$ cat config.mk
export PLATFORM = sky130hd
export DESIGN_NAME = ram_r_ctrl
export DESIGN_NICKNAME = d
export VERILOG_FILES = /design/src/rtl/ram_r_ctrl_pkg.sv /design/src/rtl/ram_r_rr_arb.sv /design/src/rtl/ram_r_ctrl.sv
export SDC_FILE = /design/constraint.sdc
export NUM_CORES = 1
export LEC_CHECK = 0
export ABC_AREA = 0
export CAP_MARGIN = 20
export CORE_MARGIN = 2
export CORE_UTILIZATION = 25
export CTS_BUF_LIST = sky130_fd_sc_hd__clkbuf_2 sky130_fd_sc_hd__clkbuf_4 sky130_fd_sc_hd__clkbuf_8
export CTS_CLUSTER_SIZE = 30
export DETAILED_ROUTE_END_ITERATION = 8
export SLEW_MARGIN = 20
export SYNTH_ARGS = -nofsm -noshare
export SYNTH_HDL_FRONTEND = slang
export SYNTH_SLANG_ARGS = --single-unit
$ cat constraint.sdc
create_clock -name CK -period 1.6 [get_ports CK]
set_input_delay 0.32 -clock CK [delete_from_list [all_inputs] [get_ports CK]]
set_output_delay 0.32 -clock CK [all_outputs]
set_load 0.01 [all_outputs]
$ cat src/rtl/ram_r_ctrl_pkg.sv
// Shared sizing and FSM encoding for the OMP R-matrix RAM controller.
package ram_r_ctrl_pkg;
  localparam int RAM_DATA_W   = 19;
  localparam int RAM_ADDR_W   = 6;
  localparam int RAM_MEM_SIZE = 64;
  localparam int ROWS         = 8;
  localparam int COLS         = 8;

  typedef enum logic [1:0] {
    ST_INIT,
    ST_IDLE,
    ST_RD_LATCH,
    ST_RD_RESP
  } state_e;
endpackage

$ cat src/rtl/ram_r_rr_arb.sv
// Two-requester round-robin arbiter; the preference pointer flips only when both request.
module ram_r_rr_arb (
  input  logic clk,
  input  logic rst,
  input  logic en,
  input  logic wr_req,
  input  logic rd_req,
  output logic wr_gnt,
  output logic rd_gnt
);
  logic rd_first_q, rd_first_d;

  always_comb begin
    rd_gnt     = en && rd_req && (!wr_req || rd_first_q);
    wr_gnt     = en && wr_req && (!rd_req || !rd_first_q);
    rd_first_d = (en && wr_req && rd_req) ? !rd_first_q : rd_first_q;
  end

  always_ff @(posedge clk) begin
    if (rst) rd_first_q <= 1'b1;
    else     rd_first_q <= rd_first_d;
  end
endmodule

$ cat src/rtl/ram_r_ctrl.sv
// R-matrix RAM front-end: word writes, registered 8-word row reads, round-robin sharing.
// Optional zero-fill after reset / on clr_req is enabled by defining RAM_R_CTRL_INIT_EN.
module ram_r_ctrl
  import ram_r_ctrl_pkg::*;
#(
  parameter int DATA_W   = RAM_DATA_W,
  parameter int ADDR_W   = RAM_ADDR_W,
  parameter int MEM_SIZE = RAM_MEM_SIZE
) (
  input  logic                CK,
  input  logic                RST,
  input  logic                wr_valid,
  output logic                wr_ready,
  input  logic [ADDR_W-1:0]   wr_addr,
  input  logic [DATA_W-1:0]   wr_data,
  input  logic                rd_valid,
  output logic                rd_ready,
  input  logic [2:0]          rd_row,
  output logic                rd_data_valid,
  input  logic                rd_data_ready,
  output logic [8*DATA_W-1:0] rd_data,
  input  logic                clr_req,
  output logic                init_busy,
  output logic [ADDR_W-1:0]   ram_A,
  output logic                ram_WE,
  output logic                ram_OE,
  output logic [DATA_W-1:0]   ram_D,
  input  logic [8*DATA_W-1:0] ram_Q
);
`ifdef RAM_R_CTRL_INIT_EN
  localparam state_e RESET_STATE = ST_INIT;
  localparam logic [ADDR_W-1:0] LAST_ADDR = ADDR_W'(MEM_SIZE - 1);
  logic [ADDR_W-1:0] cnt_q, cnt_d;
`else
  localparam state_e RESET_STATE = ST_IDLE;
`endif

  state_e              state_q, state_d;
  logic [2:0]          row_q, row_d;
  logic [8*DATA_W-1:0] rd_data_q, rd_data_d;
  logic                rd_vld_q, rd_vld_d;
  logic                arb_en, gnt_wr, gnt_rd;

`ifdef RAM_R_CTRL_INIT_EN
  assign arb_en    = !RST && (state_q == ST_IDLE) && !clr_req;
  assign init_busy = (state_q == ST_INIT);
`else
  logic unused_clr;
  assign unused_clr = clr_req;
  assign arb_en     = !RST && (state_q == ST_IDLE);
  assign init_busy  = 1'b0;
`endif

  ram_r_rr_arb u_arb (
    .clk    (CK),
    .rst    (RST),
    .en     (arb_en),
    .wr_req (wr_valid),
    .rd_req (rd_valid),
    .wr_gnt (gnt_wr),
    .rd_gnt (gnt_rd)
  );

  assign rd_data       = rd_data_q;
  assign rd_data_valid = rd_vld_q;

  // RAM strobes are held at their reset values while RST is asserted.
  always_comb begin
    state_d   = state_q;
    row_d     = row_q;
    rd_data_d = rd_data_q;
    rd_vld_d  = rd_vld_q;
`ifdef RAM_R_CTRL_INIT_EN
    cnt_d     = cnt_q;
`endif
    ram_A     = '0;
    ram_WE    = 1'b0;
    ram_OE    = 1'b0;
    ram_D     = '0;
    wr_ready  = 1'b0;
    rd_ready  = 1'b0;
    if (!RST) begin
      case (state_q)
`ifdef RAM_R_CTRL_INIT_EN
        ST_INIT: begin
          ram_A  = cnt_q;
          ram_WE = 1'b1;
          cnt_d  = cnt_q + 1'b1;
          if (cnt_q == LAST_ADDR) begin
            cnt_d   = '0;
            state_d = ST_IDLE;
          end
        end
`endif
        ST_IDLE: begin
`ifdef RAM_R_CTRL_INIT_EN
          if (clr_req) begin
            cnt_d   = '0;
            state_d = ST_INIT;
          end
`endif
          wr_ready = gnt_wr;
          rd_ready = gnt_rd;
          if (gnt_wr) begin
            ram_A  = wr_addr;
            ram_WE = 1'b1;
            ram_D  = wr_data;
          end else if (gnt_rd) begin
            ram_A   = {{(ADDR_W-3){1'b0}}, rd_row};
            ram_OE  = 1'b1;
            row_d   = rd_row;
            state_d = ST_RD_LATCH;
          end
        end
        ST_RD_LATCH: begin
          ram_A     = {{(ADDR_W-3){1'b0}}, row_q};
          ram_OE    = 1'b1;
          rd_data_d = ram_Q;
          rd_vld_d  = 1'b1;
          state_d   = ST_RD_RESP;
        end
        ST_RD_RESP: begin
          if (rd_data_ready) begin
            rd_vld_d = 1'b0;
            state_d  = ST_IDLE;
          end
        end
        default: state_d = ST_IDLE;
      endcase
    end
  end

  always_ff @(posedge CK) begin
    if (RST) begin
      state_q   <= RESET_STATE;
      row_q     <= '0;
      rd_data_q <= '0;
      rd_vld_q  <= 1'b0;
`ifdef RAM_R_CTRL_INIT_EN
      cnt_q     <= '0;
`endif
    end else begin
      state_q   <= state_d;
      row_q     <= row_d;
      rd_data_q <= rd_data_d;
      rd_vld_q  <= rd_vld_d;
`ifdef RAM_R_CTRL_INIT_EN
      cnt_q     <= cnt_d;
`endif
    end
  end
endmodule

==> Word level (Yosys, flattened, before mapping) <==
Index checks and enable logic that the tools add are counted.
{ "classes": {"eq_ne": 6, "muxes": 24, "bitwise_logic": 1, "reduce_logical": 16} }
{ "op_table": {"columns": ["operator", "n"], "rows": [
  ["$mux 19", 3],
  ["$mux 6", 2],
  ["$pmux 6 s2", 1],
  ["$mux 1", 11],
  ["$logic_and 1x1->1", 6],
  ["$mux 2", 3],
  ["$ne 2x2->1 const B", 3],
  ["$pmux 2 s3", 1],
  ["$reduce_and 3->1", 2],
  ["$eq 2x2->1 const B", 2],
  ["$logic_not 1->1", 4],
  ["$pmux 1 s2", 2],
  ["$mux 3", 1],
  ["$eq 2x1->1 const B", 1],
  ["$logic_or 1x1->1", 2],
  ["$reduce_and 2->1", 1],
  ["$reduce_bool 2->1", 1],
  ["$not 1->1", 1]
]} }
{ "word_totals": {"regBits": 159} }

==> Depth between registers and ports, before layout <==
Gate-level depths: netlist of run 1.
{ "logic_depth": {"word_depth": 8, "ltp_mapped": 7, "depth_no_buf": 7} }

==> By module <==
From an unflattened synthesis of run 1, not the netlist that was laid out.
{ "unflattened": {"cells_unflattened": 580, "area_unflattened_um2": 6138.4} }
{ "modules_own_cells": {"columns": ["module", "n_inst", "cells_each", "area_each_um2", "seq_area_each_um2"], "rows": [
  ["ram_r_ctrl", 1, 571, 6074.6, 3163.0],
  ["ram_r_rr_arb", 1, 9, 63.8, 20.0]
]} }

==> Worst setup path after synthesis of run 1 <==
OpenSTA, ideal clock, no wires.
{ "synth_path": {"path_kind": "reg2out", "startpoint": "register state_q[1]", "endpoint": "output ram_D[10]", "arrival_ps": 1334, "t_required_ps": 1280, "path_slack_ps": -54, "path_stages_with_launch": 8, "path_buffers": 2, "path_cell_list": "dfxtp_1 inv_1 ha_1 nor2b_2 and3_1 buf_6 buf_6 and2_1"} }
{ "synth_between": {"elab_chain_cells": 7} }
{ "synth_rtl": {"columns": ["item", "line", "source"], "rows": [
  ["from (decl)", "ram_r_ctrl.sv:38", "state_e state_q, state_d;"],
  ["from (signal assigned)", "ram_r_ctrl.sv:143", "state_q <= state_d;"],
  ["$eq 2x1->1 (*)", "ram_r_ctrl.sv:50, ram_r_ctrl.sv:83", null],
  ["$logic_and 1x1->1", "ram_r_ctrl.sv:50", "assign arb_en = !RST && (state_q == ST_IDLE);"],
  ["$logic_and 1x1->1 (2 in series)", "ram_r_rr_arb.sv:15", "wr_gnt = en && wr_req && (!rd_req || !rd_first_q);"],
  ["$mux 19", "ram_r_ctrl.sv:104", "if (gnt_wr) begin"],
  ["$mux 19 (*)", "ram_r_ctrl.sv:83", "case (state_q)"],
  ["$mux 19 (*)", "ram_r_ctrl.sv:82", "if (!RST) begin"],
  ["to (decl)", "ram_r_ctrl.sv:27", "output logic [DATA_W-1:0] ram_D,"]
]} }
Every way passes the cells marked *; elsewhere a longest branch is shown, timed or not.

==> Final worst setup path of run 1 <==
{ "layout_path": {"startpoint": "register state_q[1]", "endpoint": "output ram_D[4]"} }
Same word-level chain as after synthesis.

==> results_dict.tcl, run 1 <==
set metrics [dict create \
    status "finished with violations" \
    violations "setup timing" \
    drive_gt1_share_pct 15.3 \
    routabilityCongestion 0.728 \
    grt_max_degree 65 \
    fillCellCount 2331 \
    rrSetupSlack_ns -0.08 \
    wl_met1_um 8480 \
    grt_antenna_before_repair 0 \
    hold_depth 3 \
    fin_crit_ns 2.15 \
    finClkSkew_ns 0.0196 \
    fp.dieW_um 158 \
    syn_inst 573 \
    route.detailed.drc 0 \
    hold_end "rd_data[113]" \
    cts_hold_buf 0 \
    antennaDiodeCount 0 \
    peakVddDrop_v 0.000462 \
    path_delay_family "simple AND/OR/NAND/NOR gates" \
    post-dp-hpwl_um 13900 \
    syn_nets 762 \
    core_area_sq_um 23400 \
    clk-insertion-delay-late_ns 0.44 \
    cp.depth 7 \
    total_leakage_power_uw 0.00467 \
    fin_nets 1157 \
    ys_warn_count 0 \
    path_max_fanout 12 \
    vias 5368 \
    wl_per_cell_um 15.4 \
    cts_sinks 159 \
    ys_seq_area_share_pct 53.7 \
    routed_wl_um 20000 \
    syn-cell-area_sq_um 5930 \
    relSlewSlack_pct 55.2 \
    r2r-end "rd_data[7]" \
    cts_tree "done" \
    drtIter0Drc 219 \
    worstSetupStartpointType "flip-flop" \
    min_from "RST" \
    cp_num_buf_inv 3 \
    cpPeakStageDelay_ns 0.33 \
    powerDensity_nw_per_um2 928 \
    setup_viol 79 \
    syn_area_per_cell_sq_um 10.4 \
    fin_crit_sh_pct 134 \
    cts_made_buffers 17 \
    cts_max_level 4 \
    wl_met2_um 9550 \
    critPathArrivalTime_ns 1.83 \
    ys_types 26 \
    maxSlewViolCount 0 \
    row_count 56 \
    grt_usage_pct 14.8 \
    via_per_inst 4.13 \
    layout_setup_ws_ns -0.551 \
    path_cells "inv_2, ha_4, nor2b_4, and3_4, clkbuf_16, and2_4, buf_2" \
    drv_cap 0 \
    path_class "flip-flop to primary output" \
    io_buffers 366 \
    worstRegToRegCells 10 \
    grt_pass1_wl_um 28600 \
    start_util_pct 25.3 \
    dr.pass1.iters 4 \
    cts_buffer_depth 2 \
    fmax_mhz 465 \
    cp.required_ns 1.28 \
    grt_pass1_vias 5036 \
    postPlaceCellArea_sq_um 10000 \
    cp_slowest_cell "dfxtp_2" \
    grt_overflow 0 \
    routed.top_layer "met4" \
    hold_viol 0 \
    final_area_sq_um 10800 \
    cts-root-buf "clkbuf_8" \
    wl_met3_um 1720 \
    rsz0062_at_grt "yes" \
    cp-end-kind "primary output" \
    hold_class "input pin to flip-flop" \
    dieArea_sq_um 25000 \
    io_pins 369 \
    drtAntennaViolNets 0 \
    ys_ff_latch 159 \
    die_h_um 158 \
    tightest_slew_ns 0.672 \
    rr_startpoint "state_q[0]" \
    cts.clk_slew.worst_paths_ns 0.10 \
    final_util_pct 46.2 \
    syn_to_final_growth_pct 82.4 \
]
## layout by cell type, fill, tap and decap left out, types with 2 or more instances in the layout
master and n:
mux2i_1 150, clkbuf_8 18, buf_4 23, a21oi_2 4, clkinvlp_4 5, and3b_1 2, mux2i_2 2, nor2_1 158
clkbuf_16 6, nand2_1 6, clkdlybuf4s50_1 183, nand2b_1 2, inv_8 2, and2_4 15, ha_4 2, inv_4 2
dlygate4sd2_1 153, buf_8 2, and2_1 4, o21ai_0 2, nor2b_4 2, nand2_2 3, buf_12 9, buf_16 6
dfxtp_1 157, buf_2 14, bufinv_16 3, inv_6 2, a21oi_1 3, dfxtp_2 2, buf_6 21, a22oi_1 3
## worst min-delay path, stage by stage
cell	delay, ns
buf_4	0.14
buf_4	0.15
nor2_1	0.04
## where the power goes
part	internal, uW	switching, uW
combinational	1490	1010
sequential	4160	102
clock	1640	1640
total	7290	2750
## synthesized netlist by cell type, drive strengths merged
master	number	area share, %
nand2	9	0.57
nor2b	3	0.36
a21boi	1	0.13
a22oi	3	0.38
conb	1	0.063
xor2	1	0.15
nand2b	2	0.21
dfxtp	159	54
inv	3	0.19
or2	1	0.11
buf	28	3.5
o21ai	2	0.17
mux2i	152	26
ha	3	0.63
nor2	159	10
and3	2	0.21
a21oi	7	0.59
nand3	2	0.17
clkbuf	13	0.82
and3b	2	0.30
o31ai	1	0.13
and2	19	2.0
## kinds of logic (layout without fill, tap and decap cells)
family / Yosys count / in the layout / share of synthesized area (%)
buffers and inverters: 44 / 452 / 4.47
adder cells (fa/ha/maj): 3 / 3 / 0.633
XOR/XNOR: 1 / 1 / 0.148
multiplexers: 152 / 152 / 25.6
other: 1 / 1 / 0.0632
AO/OA/AOI/OAI: 14 / 14 / 1.39
flip-flops: 159 / 159 / 53.7
AND/OR/NAND/NOR: 199 / 199 / 14.0
## worst max-delay path by stage
stage,to,startpoint
4_1_cts,ram_D[7],state_q[1]
5_1_grt,ram_D[1],state_q[1]
6_report,ram_D[4],state_q[1]
3_3_place_gp,ram_A[4],wr_valid
3_5_place_dp,ram_A[3],wr_valid
2_1_floorplan,ram_D[10],state_q[1]
## timing repair
action | in CTS | in global routing
pin swaps | 6 | 15
resized for setup | 300 | 40
cloned | 3 | 6
endpoints found under the setup margin | 305 | 47
setup buffers | 6 | 12
## stage by stage
step / setup WS (ns) / total power [uW] / cells / hold slack [ns] / setup TNS [ns]
after floorplan: 0.00851 / 5320 / 573 / 0.437 / 0
after global placement: -0.714 / 6570 / 1243 / 0.451 / -37.92
after detailed placement: -0.722 / 6570 / 1243 / 0.453 / -38.85
after CTS: -0.628 / 9970 / 1284 / 0.209 / -14.67
after global routing: -0.651 / 10600 / 1300 / 0.207 / -24.76
final: -0.551 / 10000 / 1300 / 0.254 / -16.82
## sequential cells by signal, indices dropped and copies added (netlist names)
register	count
row_q	3
u_arb.rd_first_q	1
state_q	2
rd_data_valid	1
rd_data	152
## final cells by class
class / count / area, sq um / share of cell area, %
clock inverters: 13 / 176 / 1.63
flip-flops and latches: 159 / 3190 / 29.4
multi-input cells: 370 / 2610 / 24.1
well taps: 319 / 399 / 3.69
inverters: 3 / 16.3 / 0.150
repair buffers: 417 / 4180 / 38.6
clock buffers: 19 / 255 / 2.36
## layer usage
layer | vias up | track usage [%]
li1 | 2682 | -
met1 | 2462 | 18.2
met2 | 205 | 24.4
met3 | 19 | 5.69
met4 | 0 | 3.95
met5 | - | 0
No activity file was read; power rests on OpenSTA's default activity.
==> run 2, diff against run 1 <==
==> constraint.sdc (replaced) <==
create_clock -name CK -period 1.6 [get_ports CK]
set_input_delay 0.48 -clock CK [delete_from_list [all_inputs] [get_ports CK]]
set_output_delay 0.48 -clock CK [all_outputs]
set_load 0.01 [all_outputs]
==> run 2 against run 1 <==
  * The run still ends with setup timing left
  * Critical path depth rose by 1
  * Sequential share of layout area rose by 1.2 points
  * Via count fell by 1.2%
  * Worst hold slack improved by 0.19 ns
  * Clock-buffer cell count fell by 2
  * Largest cell class unchanged
==> results_dict.tcl, run 2 (synthesized netlist as in run 1, its figures left out) <==
set metrics [dict create \
    fin_tns_setup_ns -20.91 \
    largest_reg_flops 152 \
    cts_max_level 4 \
    routed_wl_um 20400 \
    worstSetupStartpointType "flip-flop" \
    drtIter0Drc 180 \
    powerDensity_nw_per_um2 904 \
    grt_pass1_vias 5149 \
    drive_gt1_share_pct 21.1 \
    cts.clk_slew.worst_paths_ns 0.11 \
    rr_startpoint "state_q[0]" \
    final_util_pct 44.5 \
    io_pins 369 \
    finClkSkew_ns 0.0167 \
    dr.pass1.iters 6 \
    grt_max_degree 86 \
    fillCellCount 2352 \
    cp-end-kind "primary output" \
    syn_to_final_growth_pct 75.6 \
    maxSlewViolCount 0 \
    grt_overflow 0 \
    antennaDiodeCount 0 \
    io_buffers 366 \
    fin_crit_sh_pct 145 \
    drv_cap 0 \
    row_count 56 \
    drtAntennaViolNets 0 \
    hold_class "input pin to flip-flop" \
    critPathArrivalTime_ns 1.83 \
    cts_tree "done" \
    die_h_um 158 \
    regArea_sq_um 3200 \
    path_class "flip-flop to primary output" \
    fin_nets 1145 \
    rrSetupSlack_ns -0.11 \
    route.detailed.drc 0 \
    core_area_sq_um 23400 \
    cts-root-buf "clkbuf_8" \
    clk-insertion-delay-late_ns 0.46 \
    post-dp-hpwl_um 13900 \
    final_common_cell "clkdlybuf4s50_1" \
    cts_buffer_depth 2 \
    dieArea_sq_um 25000 \
    relSlewSlack_pct 38.2 \
    cts_made_buffers 17 \
    violations "setup timing" \
    grt_antenna_before_repair 0 \
    wl_per_cell_um 15.8 \
    fin_crit_ns 2.31 \
    endpoint "ram_D[1]" \
    crit_start "state_q[1]" \
    cts_sinks 159 \
    layout_setup_ws_ns -0.714 \
    r2r-end "rd_data[52]" \
    path_max_fanout 6 \
    vias 5306 \
    cp.required_ns 1.12 \
    routabilityCongestion 0.772 \
    tightest_slew_ns 0.927 \
    worstRegToRegCells 6 \
    total_leakage_power_uw 0.00405 \
    multiInputGateArea_sq_um 2600 \
    grt_pass1_wl_um 29500 \
    setup_viol 51 \
    grt_usage_pct 15.6 \
    layout_common_cells "clkdlybuf4s50_1 (183), nor2_1 (158), mux2i_1 (152)" \
    peakVddDrop_v 0.000475 \
    start_util_pct 25.3 \
    via_per_inst 4.12 \
    hold_viol 0 \
    pre_cts_ws_ns -0.996 \
    fmax_mhz 432 \
    fp.dieW_um 158 \
    status "finished with violations" \
    cts_hold_buf 0 \
    rsz0062_at_grt "yes" \
]
-- run 2: cell count changes in the layout (fill, tap and decap cells not counted), moves of 8 or more --
cell	previous run	this run
dlygate4sd2_1	153	16
clkdlybuf4s15_1	0	74
clkbuf_2	0	51
clkdlybuf4s15_2	0	11
buf_12	9	0
dfxtp_1	157	149
dfxtp_2	2	10
-- run 2: final cells by class --
class                           instances  share of cell area, %
Clock buffer                           17                   2.25
Clock inverter                         14                   1.17
Inverter                                3                  0.132
Multi-Input combinational cell        370                   25.0
Sequential cell                       159                   30.7
Tap cell                              319                   3.83
Timing Repair Buffer                  405                   36.9
-- run 2: how the worst min path moves through the flow --
stage	start	to	slack, ns	cells past startpoint
3_5_place_dp	row_q[0]	row_q[0]	0.45	2
6_report	RST	rd_data[133]	0.44	3
4_1_cts	RST	rd_data[133]	0.40	3
3_3_place_gp	row_q[2]	row_q[2]	0.45	2
5_1_grt	RST	rd_data[0]	0.43	3
2_1_floorplan	row_q[0]	row_q[0]	0.44	2
-- run 2: worst max-delay path, stage by stage, from the launching register on --
cell and delay [ns]:
dfxtp_2 0.33, inv_2 0.07, ha_4 0.13, nor2b_4 0.14
and3_4 0.25, buf_4 0.13, buf_6 0.11, and2_4 0.14
buf_6 0.09
-- run 2: report_power, final --
part           total (uW)  internal (uW)  switching (uW)
combinational        2320           1360             961
sequential           4270           4170             108
clock                2820           1120            1700
total                9410           6640            2770
-- run 2: per-stage QoR --
step	total power [uW]	std cells	instance area [sq um]	hold WS [ns]
2_1_floorplan	5350	573	5990	0.437
3_3_place_gp	6550	1238	9990	0.449
3_5_place_dp	6550	1238	9990	0.453
4_1_cts	9510	1280	10500	0.402
5_1_grt	9920	1287	10400	0.429
6_report	9410	1287	10400	0.441
-- run 2: per-layer routing --
layer	global-route usage [%]	share of wire, %	up-vias
li1	-	-	2653
met1	19.5	43	2419
met2	25.2	47	203
met3	4.43	7.3	31
met4	6.61	2.7	0
met5	0	0	-
-- run 2: what timing repair did --
| action | CTS | global route |
|---|---|---|
| pin swaps | 16 | 3 |
| hold endpoints to repair | 0 | 0 |
| setup buffers | 3 | 7 |
| endpoints found under the setup margin | 331 | 299 |
| cloned | 8 | 2 |
| resized for setup | 384 | 144 |
